## src/rtl/serial_adder_if.sv

```systemverilog
// rtl/serial_adder_if.sv - start/busy/done handshake and operand/result bundle for serial_adder
interface serial_adder_if #(
    parameter int WIDTH = 8
);
    logic             start;
    logic [WIDTH-1:0] a;
    logic [WIDTH-1:0] b;
    logic             busy;
    logic             done;
    logic [WIDTH-1:0] sum;
    logic             cout;

    // Requester drives operands and start; the adder returns status and result
    modport master (
        output start, a, b,
        input  busy, done, sum, cout
    );

    modport slave (
        input  start, a, b,
        output busy, done, sum, cout
    );
endinterface

```

## src/rtl/serial_adder.sv

```systemverilog
// rtl/serial_adder.sv - bit-serial LSB-first adder sharing one full-adder cell over WIDTH cycles
module serial_adder #(
    parameter int WIDTH = 8
) (
    input  logic           clk,
    input  logic           rst_n,
    serial_adder_if.slave  bus
);
    localparam int CW = (WIDTH > 2) ? $clog2(WIDTH) : 1;

    localparam logic [1:0] S_IDLE  = 2'd0;
    localparam logic [1:0] S_SHIFT = 2'd1;
    localparam logic [1:0] S_DONE  = 2'd2;

    logic [1:0]       state;
    logic [WIDTH-1:0] a_sr;
    logic [WIDTH-1:0] b_sr;
    logic [WIDTH-1:0] s_sr;
    logic             carry;
    logic [CW-1:0]    cnt;
    logic [WIDTH-1:0] sum_q;
    logic             cout_q;

    logic             fa_s;
    logic             fa_c;
    logic [WIDTH-1:0] s_next;

    // The single full-adder cell working on the current LSBs and the stored carry
    always_comb begin
        fa_s   = a_sr[0] ^ b_sr[0] ^ carry;
        fa_c   = (a_sr[0] & b_sr[0]) | (a_sr[0] & carry) | (b_sr[0] & carry);
        s_next = {fa_s, s_sr[WIDTH-1:1]};
    end

    // Sequencer: capture operands, shift one bit per cycle, publish the result once complete
    always_ff @(posedge clk or negedge rst_n) begin
        if (!rst_n) begin
            state  <= S_IDLE;
            a_sr   <= '0;
            b_sr   <= '0;
            s_sr   <= '0;
            carry  <= 1'b0;
            cnt    <= '0;
            sum_q  <= '0;
            cout_q <= 1'b0;
        end else begin
            case (state)
                S_IDLE: begin
                    if (bus.start) begin
                        a_sr  <= bus.a;
                        b_sr  <= bus.b;
                        carry <= 1'b0;
                        cnt   <= '0;
                        state <= S_SHIFT;
                    end
                end
                S_SHIFT: begin
                    s_sr  <= s_next;
                    a_sr  <= a_sr >> 1;
                    b_sr  <= b_sr >> 1;
                    carry <= fa_c;
                    cnt   <= cnt + 1'b1;
                    // Result registers only move here, so partial sums are never visible
                    if (cnt == CW'(WIDTH - 1)) begin
                        sum_q  <= s_next;
                        cout_q <= fa_c;
                        state  <= S_DONE;
                    end
                end
                S_DONE: begin
                    state <= S_IDLE;
                end
                default: begin
                    state <= S_IDLE;
                end
            endcase
        end
    end

    // Status is decoded straight from the state register
    always_comb begin
        bus.busy = (state == S_SHIFT);
        bus.done = (state == S_DONE);
        bus.sum  = sum_q;
        bus.cout = cout_q;
    end
endmodule

```

## src/flat_wrapper.sv

```systemverilog
// flat-port wrapper written by rule: the top's interface ports become plain ports
module serial_adder_flat 
#(
    parameter int WIDTH = 8
)
  (clk, rst_n, bus_start, bus_a, bus_b, bus_busy, bus_done, bus_sum, bus_cout);
  serial_adder_if #(.WIDTH(WIDTH)) bus_i ();
  input  logic clk;
  input  logic rst_n;
  input wire logic [$bits(bus_i.start)-1:0] bus_start;
  input wire logic [$bits(bus_i.a)-1:0] bus_a;
  input wire logic [$bits(bus_i.b)-1:0] bus_b;
  output wire logic [$bits(bus_i.busy)-1:0] bus_busy;
  output wire logic [$bits(bus_i.done)-1:0] bus_done;
  output wire logic [$bits(bus_i.sum)-1:0] bus_sum;
  output wire logic [$bits(bus_i.cout)-1:0] bus_cout;
  assign bus_i.start = bus_start;
  assign bus_i.a = bus_a;
  assign bus_i.b = bus_b;
  assign bus_busy = bus_i.busy;
  assign bus_done = bus_i.done;
  assign bus_sum = bus_i.sum;
  assign bus_cout = bus_i.cout;
  serial_adder #(.WIDTH(WIDTH)) u_core (.clk(clk), .rst_n(rst_n), .bus(bus_i));
endmodule
```

## config.mk

```make
export PLATFORM = sky130hd
export DESIGN_NAME = serial_adder_flat
export DESIGN_NICKNAME = d
export VERILOG_FILES = /design/src/rtl/serial_adder_if.sv /design/src/rtl/serial_adder.sv /design/src/flat_wrapper.sv
export SDC_FILE = /design/constraint.sdc
export NUM_CORES = 1
export LEC_CHECK = 0
export ABC_AREA = 1
export CAP_MARGIN = 20
export CORE_ASPECT_RATIO = 0.75
export CORE_MARGIN = 1
export CORE_UTILIZATION = 43
export DETAILED_ROUTE_END_ITERATION = 12
export GPL_TIMING_DRIVEN = 1
export PLACE_DENSITY = 0.69
export SLEW_MARGIN = 30
export SYNTH_ARGS = -nofsm -noshare
export SYNTH_HDL_FRONTEND = slang
export SYNTH_SLANG_ARGS = --single-unit
```

## constraint.sdc

```tcl
create_clock -name clk -period 1.2 [get_ports clk]
set_input_delay 0.24 -clock clk [delete_from_list [all_inputs] [get_ports clk]]
set_output_delay 0.24 -clock clk [all_outputs]
set_load 0.03 [all_outputs]
```

==> results.md <==
* Final Cycle Share at 113%
* Placer Congestion at 0.773
* RSZ-0062 raised after global routing: true
* Core area at between 4000 and 5000 um2
* DR vias at between 1500 and 2000
* CP Class: reg2out
* Largest net degree at the start of global routing at 39
* Main combinational cell family by area after synthesis: simple AND/OR/NAND/NOR gates
* Worst r2r path cells at 9
* Ys Warns at 0
* DRC at 0
* H-Tree Depth at 2
* CTS Root Cell: clkbuf_8
* Relative slew slack at between 70% and 80%
* GRT Resource Usage Total at about 20%
* Static Leak at 1.47 nW
* Clk sinks at 38
* CP max FO at 3
* Post-synth top area cell: dfrtp_1
* Buffers & Inverters on Critical Path at 3
* DRT Pass-1 Iters at 4
* Initial antenna violation count at 0
* Die area at approximately 4700 um2
* Seq/Total Area, Yosys at about half
* Final setup margin at -0.153 ns
* Slowest stage delay, CP at ~0.43 ns
* CTS tree: done
* Post-synthesis compound-gate area fraction at 6.68%
* # diodes at 0
* Die X at slightly below 80 um
* Skew final at between 0.007 and 0.008 ns
* Slew @ Worst Pin at about 0.31 ns
* Peak VDD IR at between 0.001 and 0.0015 V
* Hold WC Path Type: in2async
* CP endpoint kind: output port
* Min Tclk post-route at around 1.4 ns
* Synth top area cells: dfrtp_1, nand2_1, inv_1, nand3_1, nand3_2
* Stages on the worst setup path at 4
* Most used cell along the critical path: buf_6
* Final Max Tran Viols at 0
* Synth top area share at 50.3%
* Most common cell in the netlist: nand2_1
* Maximum clock insertion buffer count at 2
* Async SR Flop Fraction at 100%
* Power per Cell Area at approximately 2700 nW/um2
* Syn Std Cell Area at 1890 um2
* Top_reg_cell synth: dfrtp_1
* Hold_ws at 0.447 ns
* CP top delay family: flip-flops
* Nets at approximately 300
* Outcome: finished, violations left
* Vias per inst at 4.81
* Critical path, cell by cell: buf_6, inv_6, nor2_8, buf_6
* Die height at roughly 59 um
* Final setup fails at 34
* Fraction of the mapped netlist area in simple logic gates at between 20% and 30%
* Net Count, Synth at 239
* Crit start category: flip-flop
* Dpl hpwl at roughly 2600 um
* Multi-input gate area at 862 um2
* Post-Synthesis Cells at 217
* Site Rows at 20
* Post-synth EDFFs at 0
* Final Hold Violating Endpoints at 0
* Post-Synth XOR/XNOR Area at 0%
* Adder-cell share of the synthesized area at under 10%
* Initial cell density of the core at 45.8%
* Filler cells at about 310
* WP data required at ~0.96 ns
* Top cells by count, synth: nand2_1, dfrtp_1, inv_1
* Max_cap viols at 0
* Mean Syn Cell Area at just under 9 um2
* Routed WL per cell at 13.6 um
* Grt ovf at 0
* Worst-path clk slew at approximately 0.080 ns
* Vias in the first global route at about 1500
* Crit path DAT at roughly 1.1 ns
* P&R area growth vs syn at 50.7%
* Routed WL at ~4500 um
* Initial DRC Count at 100
* Skew-Pair Late Insertion Delay at slightly below 0.3 ns
* Synthesized flop and latch total at 38
* CTS Buf Count at 5
* Fmax at about 740 MHz
* Setup WS pre-CTS at -0.194 ns
* Count of cell types in the netlist at 22
* IO Count at 30
* First-pass GRT wire length at just under 7000 um
* Mux cell area share after synthesis at 0%
* Failing checks: negative setup slack
* Worst path slowest cell: dfrtp_1
* Storage cell area at 952 um2
* ANT nets after route at 0
* Layout cells sized above 1 at 36.3%
* Port Buffers at 29
* Setup TNS at -3.06 ns
per-stage QoR:
stage | area [um2] | power [mW] | cells | util, %
2_1_floorplan | 1910 | 4.51 | 217 | -
3_3_place_gp | 2360 | 5.51 | 311 | 57.3
3_5_place_dp | 2360 | 5.59 | 311 | 57.3
4_1_cts | 2660 | 7.10 | 328 | 64.5
5_1_grt | 2850 | 8.31 | 333 | 69.1
6_report | 2850 | 7.78 | 333 | 69.1
registers in the layout, summed over array words and instances, names as in the netlist:
name	count
u_core.a_sr	8
u_core.b_sr	8
u_core.bus.cout	1
u_core.bus.sum	8
u_core.carry	1
u_core.cnt	3
u_core.s_sr	7
u_core.state	2
layer usage:
metal  up-vias  GRT usage (%)  part of all wire, %  wire (um)
met5         -              0                    0          0
met2        55           29.8                   46       2100
met1       755           27.2                   45       2040
met4         0           7.67                  1.2         53
li1        786              -                    -          -
met3         7           5.85                  7.2        324
power breakdown:
part | internal, mW | total (mW) | leakage [nW] | switching [mW]
Clock | 0.580 | 1.04 | 0.0575 | 0.456
Combinational | 2.12 | 4.44 | 0.944 | 2.32
Sequential | 1.90 | 2.31 | 0.469 | 0.407
Total | 4.60 | 7.78 | 1.47 | 3.18
final cells by class:
cell class	instances	share of cell area [%]
Sequential cell	38	33.4
Tap cell	55	2.41
Timing Repair Buffer	61	24.7
Multi-Input combinational cell	133	30.2
Clock buffer	8	3.86
Inverter	38	5.44
path summary, 6_finish.rpt:
kind                                 start               to  slack, ns
max                        u_core.state[0]         bus_busy      -0.15
min                                  rst_n   u_core.a_sr[4]       0.45
max reg2reg                u_core.state[0]  u_core.bus.cout      -0.14
min reg2reg                 u_core.a_sr[3]   u_core.a_sr[3]       0.48
max in group asynchronous            rst_n  u_core.state[1]       0.55
min in group clk            u_core.a_sr[3]   u_core.a_sr[3]       0.48
kinds of logic after synthesis:
family,after synthesis
AND/OR/NAND/NOR,113
adder cells (fa/ha/maj),3
flip-flops,38
AO/OA/AOI/OAI,17
buffers and inverters,46
cell usage in the layout, fill, tap and decap left out, types with 2 or more instances in the layout:
master and count:
clkdlybuf4s50_1 17, nand2_2 11, buf_4 16, buf_6 16, nor2_4 2, nand3_2 15
buf_12 5, o21ai_1 8, nand2_8 3, clkbuf_8 8, inv_1 35, nand3_1 14
nand2_4 6, nand2_1 61, o21ai_2 5, clkbuf_16 3, o21ai_0 2, dfrtp_1 37
worst register-to-register path, stage by stage, from the launching register on:
cell	delay [ns]
dfrtp_1	0.43
buf_6	0.14
inv_6	0.04
nor2_8	0.09
buf_4	0.12
buf_6	0.12
nand2_8	0.07
buf_12	0.14
nand2_1	0.05
nand2_1	0.05
timing repair:
| action | in CTS | in global routing |
|---|---|---|
| gates resized for setup | 25 | 35 |
| pin swaps | 5 | 7 |
| hold buffers | 1 | 0 |
| endpoints found under the setup margin | 24 | 38 |
| endpoints found under the hold margin | 38 | 0 |
| gates cloned | 1 | 4 |
| setup buffers | 8 | 2 |
(Power assumes the default switching activity.)
